==> config.mk <==
export PLATFORM = sky130hd
export DESIGN_NAME = rom_fetch_if
export DESIGN_NICKNAME = d
export VERILOG_FILES = /design/src/rtl/rom_fetch_if.sv
export SDC_FILE = /design/constraint.sdc
export NUM_CORES = 1
export LEC_CHECK = 0
export CAP_MARGIN = 10
export CORE_AREA = 2 2 101 74
export DETAILED_ROUTE_END_ITERATION = 10
export DIE_AREA = 0 0 103 76
export GPL_TIMING_DRIVEN = 0
export PLACE_DENSITY_LB_ADDON = 0.15
export SYNTH_ARGS = -nofsm -noshare
export SYNTH_HDL_FRONTEND = slang
export SYNTH_SLANG_ARGS = --single-unit
==> constraint.sdc <==
create_clock -name clk -period 1.5 [get_ports clk]
set_clock_uncertainty 0.15 [all_clocks]
set_input_delay 0.3 -clock clk [delete_from_list [all_inputs] [get_ports clk]]
set_output_delay 0.3 -clock clk [all_outputs]
set_load 0.01 [all_outputs]
==> src/rtl/rom_fetch_if.sv <==
// Valid/ready read front-end for a single-port ROM with a 1-cycle registered read.
// Optional ROM_FETCH_ERR_EN: misaligned requests return in order with rsp_err=1 and zero data.
module rom_fetch_if #(
    parameter int ADDR_WIDTH = 8,
    parameter int DATA_WIDTH = 32
) (
    input  logic                  clk,
    input  logic                  rst,
    input  logic                  req_valid,
    output logic                  req_ready,
    input  logic [ADDR_WIDTH+1:0] req_addr,
    output logic                  rsp_valid,
    input  logic                  rsp_ready,
    output logic [DATA_WIDTH-1:0] rsp_data,
    output logic                  rsp_err,
    output logic                  rom_ce,
    output logic [ADDR_WIDTH-1:0] rom_addr,
    input  logic [DATA_WIDTH-1:0] rom_dout
);

    logic                  pend_v_reg, pend_v_next;
    logic                  skid_v_reg, skid_v_next;
    logic [DATA_WIDTH-1:0] skid_data_reg, skid_data_next;
    logic                  req_fire, rsp_fire, req_is_err;
    logic                  pend_err, skid_err, pend_load;
    logic [DATA_WIDTH-1:0] pend_data;

`ifdef ROM_FETCH_ERR_EN
    logic pend_err_reg, pend_err_next;
    logic skid_err_reg, skid_err_next;

    assign req_is_err = |req_addr[1:0];
    assign pend_err   = pend_err_reg;
    assign skid_err   = skid_err_reg;
`else
    logic unused_lsb;

    assign unused_lsb = ^req_addr[1:0];
    assign req_is_err = 1'b0;
    assign pend_err   = 1'b0;
    assign skid_err   = 1'b0;
`endif

    // An error entry never clocked the ROM, so its slot carries no data.
    assign pend_data = pend_err ? '0 : rom_dout;

    always_comb begin
        req_ready = !(pend_v_reg && skid_v_reg) && !rst;
        req_fire  = req_valid && req_ready;
        rsp_valid = skid_v_reg || pend_v_reg;
        rsp_fire  = rsp_valid && rsp_ready;
        rsp_data  = skid_v_reg ? skid_data_reg : pend_data;
        rsp_err   = skid_v_reg ? skid_err : pend_err;
        rom_ce    = req_fire && !req_is_err;
        rom_addr  = rom_ce ? req_addr[ADDR_WIDTH+1:2] : '0;
    end

    always_comb begin
        skid_v_next    = skid_v_reg;
        skid_data_next = skid_data_reg;
        pend_v_next    = pend_v_reg;
        pend_load      = 1'b0;
`ifdef ROM_FETCH_ERR_EN
        skid_err_next  = skid_err_reg;
        pend_err_next  = pend_err_reg;
`endif
        if (skid_v_reg) begin
            if (rsp_fire) begin
                skid_v_next = 1'b0;
            end
            if (!pend_v_reg) begin
                pend_load = 1'b1;
            end
        end else if (pend_v_reg) begin
            if (rsp_fire) begin
                pend_load = 1'b1;
            end else if (req_fire) begin
                // Save the ROM output before the new read overwrites it.
                skid_v_next    = 1'b1;
                skid_data_next = pend_data;
`ifdef ROM_FETCH_ERR_EN
                skid_err_next  = pend_err_reg;
`endif
                pend_load      = 1'b1;
            end
        end else begin
            pend_load = 1'b1;
        end

        if (pend_load) begin
            pend_v_next = req_fire;
`ifdef ROM_FETCH_ERR_EN
            pend_err_next = req_fire && req_is_err;
`endif
        end
    end

    always_ff @(posedge clk) begin
        if (rst) begin
            pend_v_reg    <= 1'b0;
            skid_v_reg    <= 1'b0;
            skid_data_reg <= '0;
`ifdef ROM_FETCH_ERR_EN
            pend_err_reg  <= 1'b0;
            skid_err_reg  <= 1'b0;
`endif
        end else begin
            pend_v_reg    <= pend_v_next;
            skid_v_reg    <= skid_v_next;
            skid_data_reg <= skid_data_next;
`ifdef ROM_FETCH_ERR_EN
            pend_err_reg  <= pend_err_next;
            skid_err_reg  <= skid_err_next;
`endif
        end
    end

endmodule

* After elaboration in Yosys (flattened, before gate mapping)
Cells that the tools add are included.
Storage, ports and cells: register bits 34, latch bits 0, input port bits 46, logic and storage cells 24, memories 0, bits in read-only memories 0, output and inout bits 44, bits in writable memories 0
Cells by class: muxes and demuxes 11, bitwise operators 2, equality and inequality tests 0, add/sub/neg operators 0, order comparisons 0, multiply operators 0, reduce and logical (&&, ||, !) cells 8, div/mod/pow operators 0, shifts and indexed selects 0
Operators with widths (number):
- $mux W32 | 1
- $mux W1 | 9
- $mux W8 | 1
- $logic_and A1 B1 Y1 | 4
- $reduce_and A4 Y1 | 1
- $logic_not A1 Y1 | 2
- $not A1 Y1 | 2
- $logic_or A1 B1 Y1 | 1

* Logic depth before layout (Yosys ltp)
word-level depth 8, gate-level depth with buffers 6, mapped depth without buffers 3

* Worst setup path after synthesis
Ideal clock, no wire load.
path kind flip-flop to output port, start reg skid_v_reg, end out rom_addr[0], setup slack -0.109 ns, cell stages (with the launch flop) 4, path buffers 1, arrival time 1.159 ns, data required time 1.050 ns, cells stage by stage dfxtp_1 > buf_2 > a21oi_1 > and3_1
On the way: cells in the longest elaborated chain, start to end 5
RTL lines:
- start, declared | line 22 | logic skid_v_reg, skid_v_next;
- start signal, assigned | line 109 | skid_v_reg <= skid_v_next;
- $logic_and A1 B1 Y1 | line 48 | req_ready = !(pend_v_reg && skid_v_reg) && !rst;
- $logic_not A1 Y1 | line 48
- $logic_and A1 B1 Y1 | line 48
- named net req_ready | line 10 | output logic req_ready,
- $logic_and A1 B1 Y1 | line 49 | req_fire = req_valid && req_ready;
- $mux W8 | line 55 | rom_addr = rom_ce ? req_addr[ADDR_WIDTH+1:2] : '0;
- end, declared | line 17 | output logic [ADDR_WIDTH-1:0] rom_addr,
The timed path passes the listed nets, and every way through them passes these cells.

* Worst setup path after layout
start reg skid_v_reg, end out rsp_data[1]
On the way: cells in the longest elaborated chain, start to end 1
RTL lines:
- $mux W32 | line 52 | rsp_data = skid_v_reg ? skid_data_reg : pend_data;
- end, declared | line 14 | output logic [DATA_WIDTH-1:0] rsp_data,
Every way passes these cells.

==> impl_metrics.csv <==
group,metric,value,unit
run_status,outcome,"finished with violations",
run_status,violations,"negative setup slack",
timing,hold_viol_final,0,
timing,setup-violations-final,75,
cts,clk_latency,0.29,ns
logic_synthesis,yosysTopAreaCell,"dfxtp_1",
logic_synthesis,synth_area_leaders,"dfxtp_1 41%, mux2_2 22%, nand2_1 14%, a21oi_1 11%, and3_1 3.0%",
timing,rsz0062_at_grt,"true",
place,dp.final_hpwl,3466,microns
power_and_ir_drop,finalPower,2.370,mW
global_route,grt_use_total,0.1361,
global_route,grt_pass1_wl,8404,microns
place,dp.cells,382,
logic_synthesis,yosys_warnings,0,
power_and_ir_drop,p_sw_frac,0.2565,
cts,cts_tree,"built",
global_route,overflow,0,
global_route,grt_pass1_vias,1663,
floorplan,die_height,76,microns
finish,drive_above_1_share,0.5466,
place,routabilityCongestion,0.6959,
setup_path,cpPeakStageDelay,0.35,ns
route,drt-initial-drc-count,44,
finish,area_growth,98.80,%
floorplan,fp.dieW,103,microns
floorplan,top_level_ports,90,
logic_synthesis,ys_seq_area_frac,0.4087,
power_and_ir_drop,seqPwrFrac,0.397,
cts,cts_buffers,5,
timing,period_needed,1.912,ns
flow_run,maxCapViolCount,0,
setup_path,crit_type,"reg -> out",
timing,post-route-period-util,1.274,
setup_path,cp_data_required_time,1.05,ns
setup_path,path_delay_family,"buffers and inverters",
cts,clockRootBuffer,"clkbuf_8",
floorplan,dieArea,7828,sq um
route,ant_nets,0,
route,routedWlPerCell,13.59,microns
global_route,grt_max_degree,12,
timing,slew_headroom,0.5257,
timing,slew_viol_final,0,
hold_path,worstHoldPathType,"reg -> reg",
logic_synthesis,netlist_area,1665,sq um
logic_synthesis,yosysUniqueCellTypes,17,
logic_synthesis,ys_ff_latch,34,
power_and_ir_drop,p_sw,0.6079,mW
cts,path_clk_slew,0.07,ns
power_and_ir_drop,p_per_area,715.8,nW/um^2
route,drc,0,
setup_path,critPathBufInv,3,
finish,fill_cells,706,
timing,fmax,523.1,MHz
setup_path,worstSetupEndpointType,"output port",
floorplan,rows,26,
power_and_ir_drop,p_comb_frac,0.244,
cts,cts_buffer_depth,2,
route,dr.pass1.iters,4,
setup_path,path_cells,"buf_8 > buf_4 > mux2_2 > clkdlybuf4s15_2",
global_route,grt_antenna_before_repair,0,
power_and_ir_drop,power.leakage,1.380,nW
finish,nNetsFinal,356,
cts,clock_sinks,34,
timing,fin_ws,-0.4116,ns
floorplan,core_region_area,6962,sq um
route,detail_route.vias_per_cell,4.311,
setup_path,cp_max_fo,8,
finish,mostFrequentLayoutCells,"42 x clkdlybuf4s50_1, 38 x nand2_1, 35 x buf_6",
logic_synthesis,yosysTopAreaCellShare,0.4087,
setup_path,critical_path.slowest_cell,"dfxtp_2",
power_and_ir_drop,internal-power,1.762,mW
route,vias,1763,
logic_synthesis,syn_nets,245,
route,wl,5559,microns
power_and_ir_drop,clkPwrFrac,0.358,
finish,finalNonFillerCells,409,
cts,cts_hold_buf,0,
floorplan,start_util,0.2392,
cts,h-tree-depth,2,
setup_path,worstSetupStartpointType,"register",
place,numPortBuffers,85,
setup_path,arrival,1.46,ns
logic_synthesis,avgSynthCellArea,8.369,sq um
finish,final_common_cell,"clkdlybuf4s50_1",
timing,max_slew.worst_pin.slew,0.7114,ns
logic_synthesis,synth_cells,199,
finish,n_antenna_cell,0,
finish,largest_register_ffs,32,
power_and_ir_drop,ir_drop,0.3101,mV
-- Yosys cell counts --
| master | n |
|---|---|
| buf_2 | 8 |
| nor3_1 | 1 |
| dfxtp_1 | 34 |
| mux2_2 | 32 |
| conb_1 | 1 |
| and2_1 | 1 |
| buf_4 | 1 |
| a21oi_1 | 35 |
| and4bb_1 | 1 |
| nand2_1 | 64 |
| buf_6 | 3 |
| and3_1 | 8 |
| nor2_1 | 1 |
| nand2b_1 | 1 |
| nand4bb_1 | 1 |
| or2_2 | 1 |
| clkbuf_1 | 6 |
-- stage by stage --
step | cell area (sq um) | hold slack [ns] | utilization | TNS, ns | worst slack, ns
floorplan | 1669 | 0.2293 | - | -0.5932 | -0.02442
global placement | 2643 | 0.2900 | 0.3796 | -38.91 | -0.8735
detailed placement | 2643 | 0.2949 | 0.3796 | -38.92 | -0.8709
CTS | 3087 | 0.3058 | 0.4434 | -18.18 | -0.4527
global route | 3311 | 0.3191 | 0.4756 | -25.75 | -0.4595
finish | 3311 | 0.3066 | 0.4756 | -21.67 | -0.4116
-- worst min-delay path, cell delays in order (launching register included) --
cell     delay, ns
dfxtp_1       0.31
nand2_1       0.05
a21oi_1       0.05
-- worst paths after layout --
path                                                     start                             end  slack (ns)  depth (start not counted)
worst max-delay path                     skid_v_reg$_SDFF_PP0_                     rsp_data[1]       -0.41                          4
worst min-delay path            skid_data_reg[12]$_SDFFE_PP0P_  skid_data_reg[12]$_SDFFE_PP0P_        0.31                          2
worst max register to register           skid_v_reg$_SDFF_PP0_  skid_data_reg[12]$_SDFFE_PP0P_       -0.24                          9
worst min register to register  skid_data_reg[12]$_SDFFE_PP0P_  skid_data_reg[12]$_SDFFE_PP0P_        0.31                          2
-- timing repair --
item	CTS	global route
setup buffers	16	5
pin swaps	4	40
gates cloned	5	0
resized for setup	234	84
setup endpoints to repair	73	75
-- layout make-up --
cell class	count	area (sq um)	share of cell area
Multi-Input combinational cell	148	1174	0.3545
Timing Repair Buffer	106	1082	0.3269
Tap cell	98	122.6	0.03704
Sequential cell	34	683.2	0.2063
Buffer	15	140.1	0.04233
Clock buffer	5	68.82	0.02079
Clock inverter	3	40.04	0.01209
-- power by group through the flow --
stage,sequential [mW],clock (mW),combinational [mW]
floorplan,0.955,0,0.184
global placement,0.958,0,0.466
detailed placement,0.958,0,0.466
CTS,0.941,0.870,0.536
global route,0.944,0.909,0.618
finish,0.941,0.849,0.579
-- kinds of logic after synthesis --
logic type,after synthesis,share of synthesized area
compound gates,35,0.1052
mux,32,0.2164
other cells,1,0.002252
buf+inv,18,0.06236
simple gates,79,0.2051
flops,34,0.4087
-- routing by layer --
layer,global-route usage,vias to the layer above,share of wire
met5,0,-,0
met2,0.1909,55,0.43
met4,0.03553,0,0.0094
li1,-,895,-
met3,0.04037,8,0.074
met1,0.2017,805,0.49
Power figures use the tool's default switching activity.
